## src/rtl/mux_rr.sv

```systemverilog
// mux_rr: N-channel registered mux with fixed-select or round-robin grant and valid/ready handshakes.
// Optional out_parity port (even parity of out_data) when MUX_RR_PARITY_EN is defined.
module mux_rr #(
    parameter int N  = 4,
    parameter int W  = 8,
    parameter int SW = (N <= 2) ? 1 : $clog2(N)
) (
    input  logic             clk,
    input  logic             reset,
    input  logic [N*W-1:0]   in_data,
    input  logic [N-1:0]     in_valid,
    output logic [N-1:0]     in_ready,
    input  logic [SW-1:0]    sel,
    input  logic             mode,
    output logic [W-1:0]     out_data,
    output logic [SW-1:0]    out_ch,
    output logic             out_valid,
    input  logic             out_ready
`ifdef MUX_RR_PARITY_EN
    ,
    output logic             out_parity
`endif
);
    localparam int SW1 = SW + 1;

    logic [SW-1:0]  ptr;
    logic [2*N-1:0] dbl;
    logic [N-1:0]   rot;
    logic           fix_hit, rr_hit, hit, accept, xfer;
    logic [SW-1:0]  fix_g, rr_g, g;
    logic [SW1-1:0] rr_sum;
    logic [W-1:0]   g_data;

    // rotate valids so that bit 0 is the channel at ptr; the first set bit is the rr winner
    assign dbl = {in_valid, in_valid} >> ptr;
    assign rot = dbl[N-1:0];

    always_comb begin
        fix_hit = 1'b0;
        fix_g   = '0;
        rr_hit  = 1'b0;
        rr_sum  = '0;
        for (int i = 0; i < N; i++) begin
            if (in_valid[i] && sel == SW'(i)) begin
                fix_hit = 1'b1;
                fix_g   = SW'(i);
            end
        end
        for (int k = N - 1; k >= 0; k--) begin
            if (rot[k]) begin
                rr_hit = 1'b1;
                rr_sum = {1'b0, ptr} + SW1'(k);
            end
        end
        rr_g = (rr_sum >= SW1'(N)) ? SW'(rr_sum - SW1'(N)) : SW'(rr_sum);
    end

    assign hit    = mode ? rr_hit : fix_hit;
    assign g      = mode ? rr_g : fix_g;
    assign accept = !out_valid || out_ready;
    assign xfer   = hit && accept;

    always_comb begin
        g_data = '0;
        for (int i = 0; i < N; i++) begin
            if (g == SW'(i)) g_data = in_data[i*W +: W];
        end
    end

    assign in_ready = (xfer && !reset) ? (N'(1) << g) : '0;

    always_ff @(posedge clk) begin
        if (reset) begin
            out_data  <= '0;
            out_ch    <= '0;
            out_valid <= 1'b0;
            ptr       <= '0;
        end else begin
            if (accept) out_valid <= hit;
            if (xfer) begin
                out_data <= g_data;
                out_ch   <= g;
            end
            if (xfer && mode) ptr <= (g == SW'(N - 1)) ? '0 : g + SW'(1);
        end
    end

`ifdef MUX_RR_PARITY_EN
    always_ff @(posedge clk) begin
        if (reset) out_parity <= 1'b0;
        else if (xfer) out_parity <= ^g_data;
    end
`endif

endmodule

```

## config.mk

```make
export PLATFORM = sky130hd
export DESIGN_NAME = mux_rr
export DESIGN_NICKNAME = d
export VERILOG_FILES = /design/src/rtl/mux_rr.sv
export SDC_FILE = /design/constraint.sdc
export NUM_CORES = 1
export LEC_CHECK = 0
export CORE_MARGIN = 2
export CORE_UTILIZATION = 25
export CTS_BUF_LIST = sky130_fd_sc_hd__clkbuf_4 sky130_fd_sc_hd__clkbuf_8 sky130_fd_sc_hd__clkbuf_16
export DETAILED_ROUTE_END_ITERATION = 12
export GPL_TIMING_DRIVEN = 0
export HOLD_SLACK_MARGIN = 0.08
export PLACE_DENSITY = 0.57
export SLEW_MARGIN = 25
export SYNTH_ARGS = -nofsm -noshare
export SYNTH_HDL_FRONTEND = slang
export SYNTH_SLANG_ARGS = --single-unit
export TNS_END_PERCENT = 30
```

## constraint.sdc

```tcl
create_clock -name clk -period 6.33 [get_ports clk]
set_clock_uncertainty 0.2 [all_clocks]
set_input_delay 1.266 -clock clk [delete_from_list [all_inputs] [get_ports clk]]
set_output_delay 1.266 -clock clk [all_outputs]
set_load 0.02 [all_outputs]
```

**Word level (Yosys, flattened, before mapping)**

Cells that the tools add are included.
W data, S select, Z words.

- Input bits: 42
- RAM bits: 0
- Memories kept: 0
- Output and inout port bits: 15
- Register bits: 13
- Bits in read-only memories: 0
- Bits in latches: 0

- Equality and inequality tests: 6
- $add $sub $neg: 5
- $lt $le $gt $ge: 1
- Reductions and logical operators: 12
- Bitwise gates (word level): 0
- Div/mod/pow operators: 0
- Muxes and demuxes: 24
- $mul: 0
- Shift operators: 2

Operators by type and width:

| kind | count |
|---|---|
| $mux W8 | 4 |
| $mux W3 | 4 |
| $mux W1 | 10 |
| $mux W2 | 5 |
| $eq A2 B2 Y1 const B | 4 |
| $shr A8 B2 Y4 | 1 |
| $logic_and A1 B1 Y1 | 7 |
| $add A2 B2 Y3 const B | 2 |
| $eq A2 B1 Y1 const B | 2 |
| $logic_not A2 Y1 | 2 |
| $mux W4 | 1 |
| $shl A1 B2 Y4 const A | 1 |
| $add A2 B1 Y3 const B | 1 |
| $ge A3 B3 Y1 const B | 1 |
| $add A2 B1 Y2 const B | 1 |
| $logic_not A1 Y1 | 2 |
| $sub A2 B1 Y2 const B | 1 |
| $logic_or A1 B1 Y1 | 1 |

**Logic depth before layout (Yosys ltp)**

- Depth in word-level cells: 13
- Mapped depth: 11
- Mapped depth without buffers: 9

**Worst setup path before layout**

Ideal clock, no wire load.

- Path kind: input-to-output
- Start point: input port in_valid[2]
- End point: output port in_ready[1]
- Setup slack: 1.757 ns
- Stages: 7
- Arrival: 3.107 ns
- Path through: mux4_1 -> a2111oi_4 -> or2_2 -> ha_1 -> clkbuf_1 -> inv_1 -> nor2_1

- Cells in the longest elaborated chain, start to end: 10
- Elaborated cells between the ends (all ways): 23
- Classes of those cells: 1 x add/sub; 1 x order compare; 2 x shift; 16 x mux; 3 x reduce/logical

Ends and longest elaborated chain:

| what | RTL line | RTL |
|---|---|---|
| from (decl) | 11 | `input logic [N-1:0] in_valid,` |
| $shr A8 B2 Y4 | 35 | `assign dbl = {in_valid, in_valid} >> ptr;` |
| $mux W3 (4 in a row) | 50 | `if (rot[k]) begin` |
| $ge A3 B3 Y1 / $sub A2 B1 Y2 (equally long branches) | 55 | `rr_g = (rr_sum >= SW1'(N)) ? SW'(rr_sum - SW1'(N)) : SW'(rr_sum);` |
| $mux W2 | 55 |  |
| $mux W2 | 59 | `assign g = mode ? rr_g : fix_g;` |
| $shl A1 B2 Y4 | 70 | `assign in_ready = (xfer && !reset) ? (N'(1) << g) : '0;` |
| $mux W4 * | 70 |  |
| to (decl) | 12 | `output logic [N-1:0] in_ready,` |

Every way passes the cells marked *; elsewhere a longest branch is shown, timed or not.

**Worst setup path after layout**

Ends and elaborated chain as after synthesis.

==> metrics.md <==
| Metric | Value |
|---|---|
| Status | completed |
| Initial DRC count | 54 |
| R2R Path End | out_data[6] |
| Met1 GRT Util | 0.1947 |
| Layout cells sized above 1 | 0.1407 |
| Worst stage delay on the critical path | 0.62 ns |
| YS warnings | 0 |
| Hold Path Depth | 2 |
| Fin crit share | 0.9357 |
| Core box area | 0.004692 mm^2 |
| Final setup violation count | 0 |
| Peak supply drop | 0.00006363 V |
| Grt total ovfl | 0 |
| Synth cell count leaders | 14 x inv_1, 13 x dfxtp_1, 12 x nor2b_1 |
| CTS tree | yes |
| # rows | 25 |
| Register area share after synthesis | 0.2164 |
| Synth Cell Area | 0.001202 mm^2 |
| Post-synth net total | 185 |
| HPWL Detailed | 2.790 mm |
| Via count | 1219 |
| Remaining antenna violation count | 0 |
| FF-to-FF setup slack | 2.92 ns |
| Final-stage net count | 246 |
| Die Wd | 73.35 um |
| Cts hold-fix bufs | 0 |
| Worst min-delay path class | flip-flop to flip-flop |
| Initial antenna violation count | 0 |
| Final-report hold violation count | 0 |
| Commonest register cell after synthesis | dfxtp_1 |
| Root Buffer | clkbuf_8 |
| Total Routing Usage GR | 0.1329 |
| Pre-antenna DRT Iters | 4 |
| Crit-path max FO | 10 |
| Slowest-stage cell, CP | mux4_1 |
| Share of the synthesized area in the top cell type | 0.2164 |
| Largest area contributor in the netlist | dfxtp_1 |
| Clock Path Buffers | 2 |
| Post-layout min period | 5.923 ns |
| Post-Syn Instances | 139 |
| FMAX | 168.8 MHz |
| Clock Sinks | 13 |
| Slew headroom | 0.6973 |
| Worst-path cell chain | clkdlybuf4s50_1 -> mux4_1 -> a2111oi_4 -> or2_2 -> ha_1 -> clkbuf_1 -> inv_1 -> nor2_1 -> clkdlybuf4s50_1 |
| GR peak layer | met2 |
| Cell mode on critical path | clkdlybuf4s50_1 |
| CP bufs+invs | 4 |
| Grt met3 use | 0.01509 |
| PostCTS Resize Cnt | 0 |
| Yosys cell types | 40 |
| Number of global-route vias before repair | 1189 |
| Die Y | 73.35 um |
| Full die area | 0.005380 mm^2 |
| Worst Tran Pin Value | 0.4426 ns |
| Top-count cell post-synth | inv_1 |
| Startpoint type of the worst setup path | primary input |
| Worst-path clk slew | 0.06 ns |
| I/O Pins | 57 |
| Global-route wire length before repair | 5.733 mm |
| Unrepaired setup endpoints after global routing | false |
| Seq cells post-synth | 13 |
| Final Slew Violations | 0 |
| Max_cap viols | 0 |
| CP Capture Type | output port |
| Area Growth Syn to Fin | 56.30% |
| Worst path depth | 9 |
| CP required | 4.86 ns |
| Input/output buffers | 56 |
| Met2 usage | 0.2082 |
| FFs w/ async S/R, synth | 0 |
| Delay-heaviest family, CP | buffers and inverters |
| WP data arrival | 4.46 ns |
| Gpl congestion | 0.7667 |
| WL final | 3.587 mm |
| Tot Pwr | 337.9 uW |
| Starting Density | 0.2563 |
| Hold-critical path endpoint | out_data[6] |
| Critical R2R Launch | ptr[0] |
| Worst-Skew Late Latency | 0.24 ns |
| Reg2Reg Depth | 10 |
| TNS Setup | 0 ns |
| Largest net degree at the start of global routing | 11 |
| Largest cells by area after synthesis | dfxtp_1 22%, a211oi_2 7.3%, nor2b_1 6.2% |
| Postcts setup bufs | 0 |
| DRC | 0 |
| DR vias/cell | 4.818 |
| Lkg Pwr | 0.0006642 uW |
| Critical path type | primary input to output port |
| Synthesized area per cell | 8.650 um^2 |
| Pwr Density | 179.8 mW/mm^2 |
| DR WL/cell | 14.18 um |
| Worst Min Path Start | out_data[6] |
| ANT cells | 0 |
| Post-synth EDFFs | 0 |
| TritonCTS buffer count | 3 |
| Htree depth | 1 |
placed cells by master (no fill, tap or decap), types with 7 or more instances in the layout:
cell / Yosys / routed
a2111oi_1: 7 / 7
nor2b_1: 12 / 12
a211oi_2: 7 / 7
nand3b_1: 8 / 8
a311oi_1: 8 / 8
dfxtp_1: 13 / 13
nor2_1: 10 / 10
nand2_1: 8 / 8
inv_1: 14 / 14
clkdlybuf4s50_1: 0 / 56
cells by family after synthesis:
kind of cell	after synthesis	share of synthesized area
adders and majority gates	4	0.04162
DFF	13	0.2164
AOI/OAI and AO/OA	40	0.3132
and+or+nand+nor	51	0.2445
muxes	6	0.08637
buffers and inverters	25	0.09781
worst max path at each step:
stage	from	endpoint	slack [ns]
after global routing	in_valid[2]	in_ready[1]	0.18
after floorplan	in_valid[2]	in_ready[1]	1.76
after detailed placement	in_valid[2]	in_ready[1]	0.42
final	in_valid[2]	in_ready[1]	0.41
after CTS	in_valid[2]	in_ready[1]	0.41
after global placement	in_valid[2]	in_ready[1]	0.39
worst min-delay path: cells and delay by family, from the launching register on:
family,cells,cell delay [ns]
AO/OA/AOI/OAI,1,0.05
buffers and inverters,1,0.05
flip-flops,1,0.30
power by group:
part | switching [uW] | internal [uW] | total, uW
Clock | 30.9 | 48.8 | 79.7
Combinational | 79.2 | 82.5 | 162
Sequential | 4.43 | 92.2 | 96.6
final cells by class:
class / instances / area (um^2)
Fill cell: 481 / 2813
Tap cell: 54 / 67.56
Inverter: 15 / 56.30
Timing Repair Buffer: 56 / 560.5
Multi-Input combinational cell: 101 / 824.5
Sequential cell: 13 / 260.3
Buffer: 10 / 61.31
Clock buffer: 4 / 48.80
through the flow:
stage          area, um^2  cells    util  setup slack, ns  hold WS, ns
6_report             1879    253  0.4005           0.4070       0.2606
5_1_grt              1879    253  0.4005           0.1820       0.2792
4_1_cts              1879    253  0.4005           0.4090       0.2652
3_5_place_dp         1831    249  0.3901           0.4192       0.2567
3_3_place_gp         1831    249  0.3901           0.3887       0.2457
2_1_floorplan        1202    139       -            1.757       0.3307
per-layer routing:
| metal | up-vias | routed length [um] |
|---|---|---|
| met1 | 552 | 1840 |
| li1 | 635 | - |
| met4 | 0 | 10 |
| met5 | - | 0 |
| met3 | 2 | 134 |
| met2 | 30 | 1601 |
sequential cells by signal, summed over array words and instances (netlist names):
register and cells:
out_valid 1, out_data 8, ptr 2, out_ch 2
(Power assumes the default switching activity.)
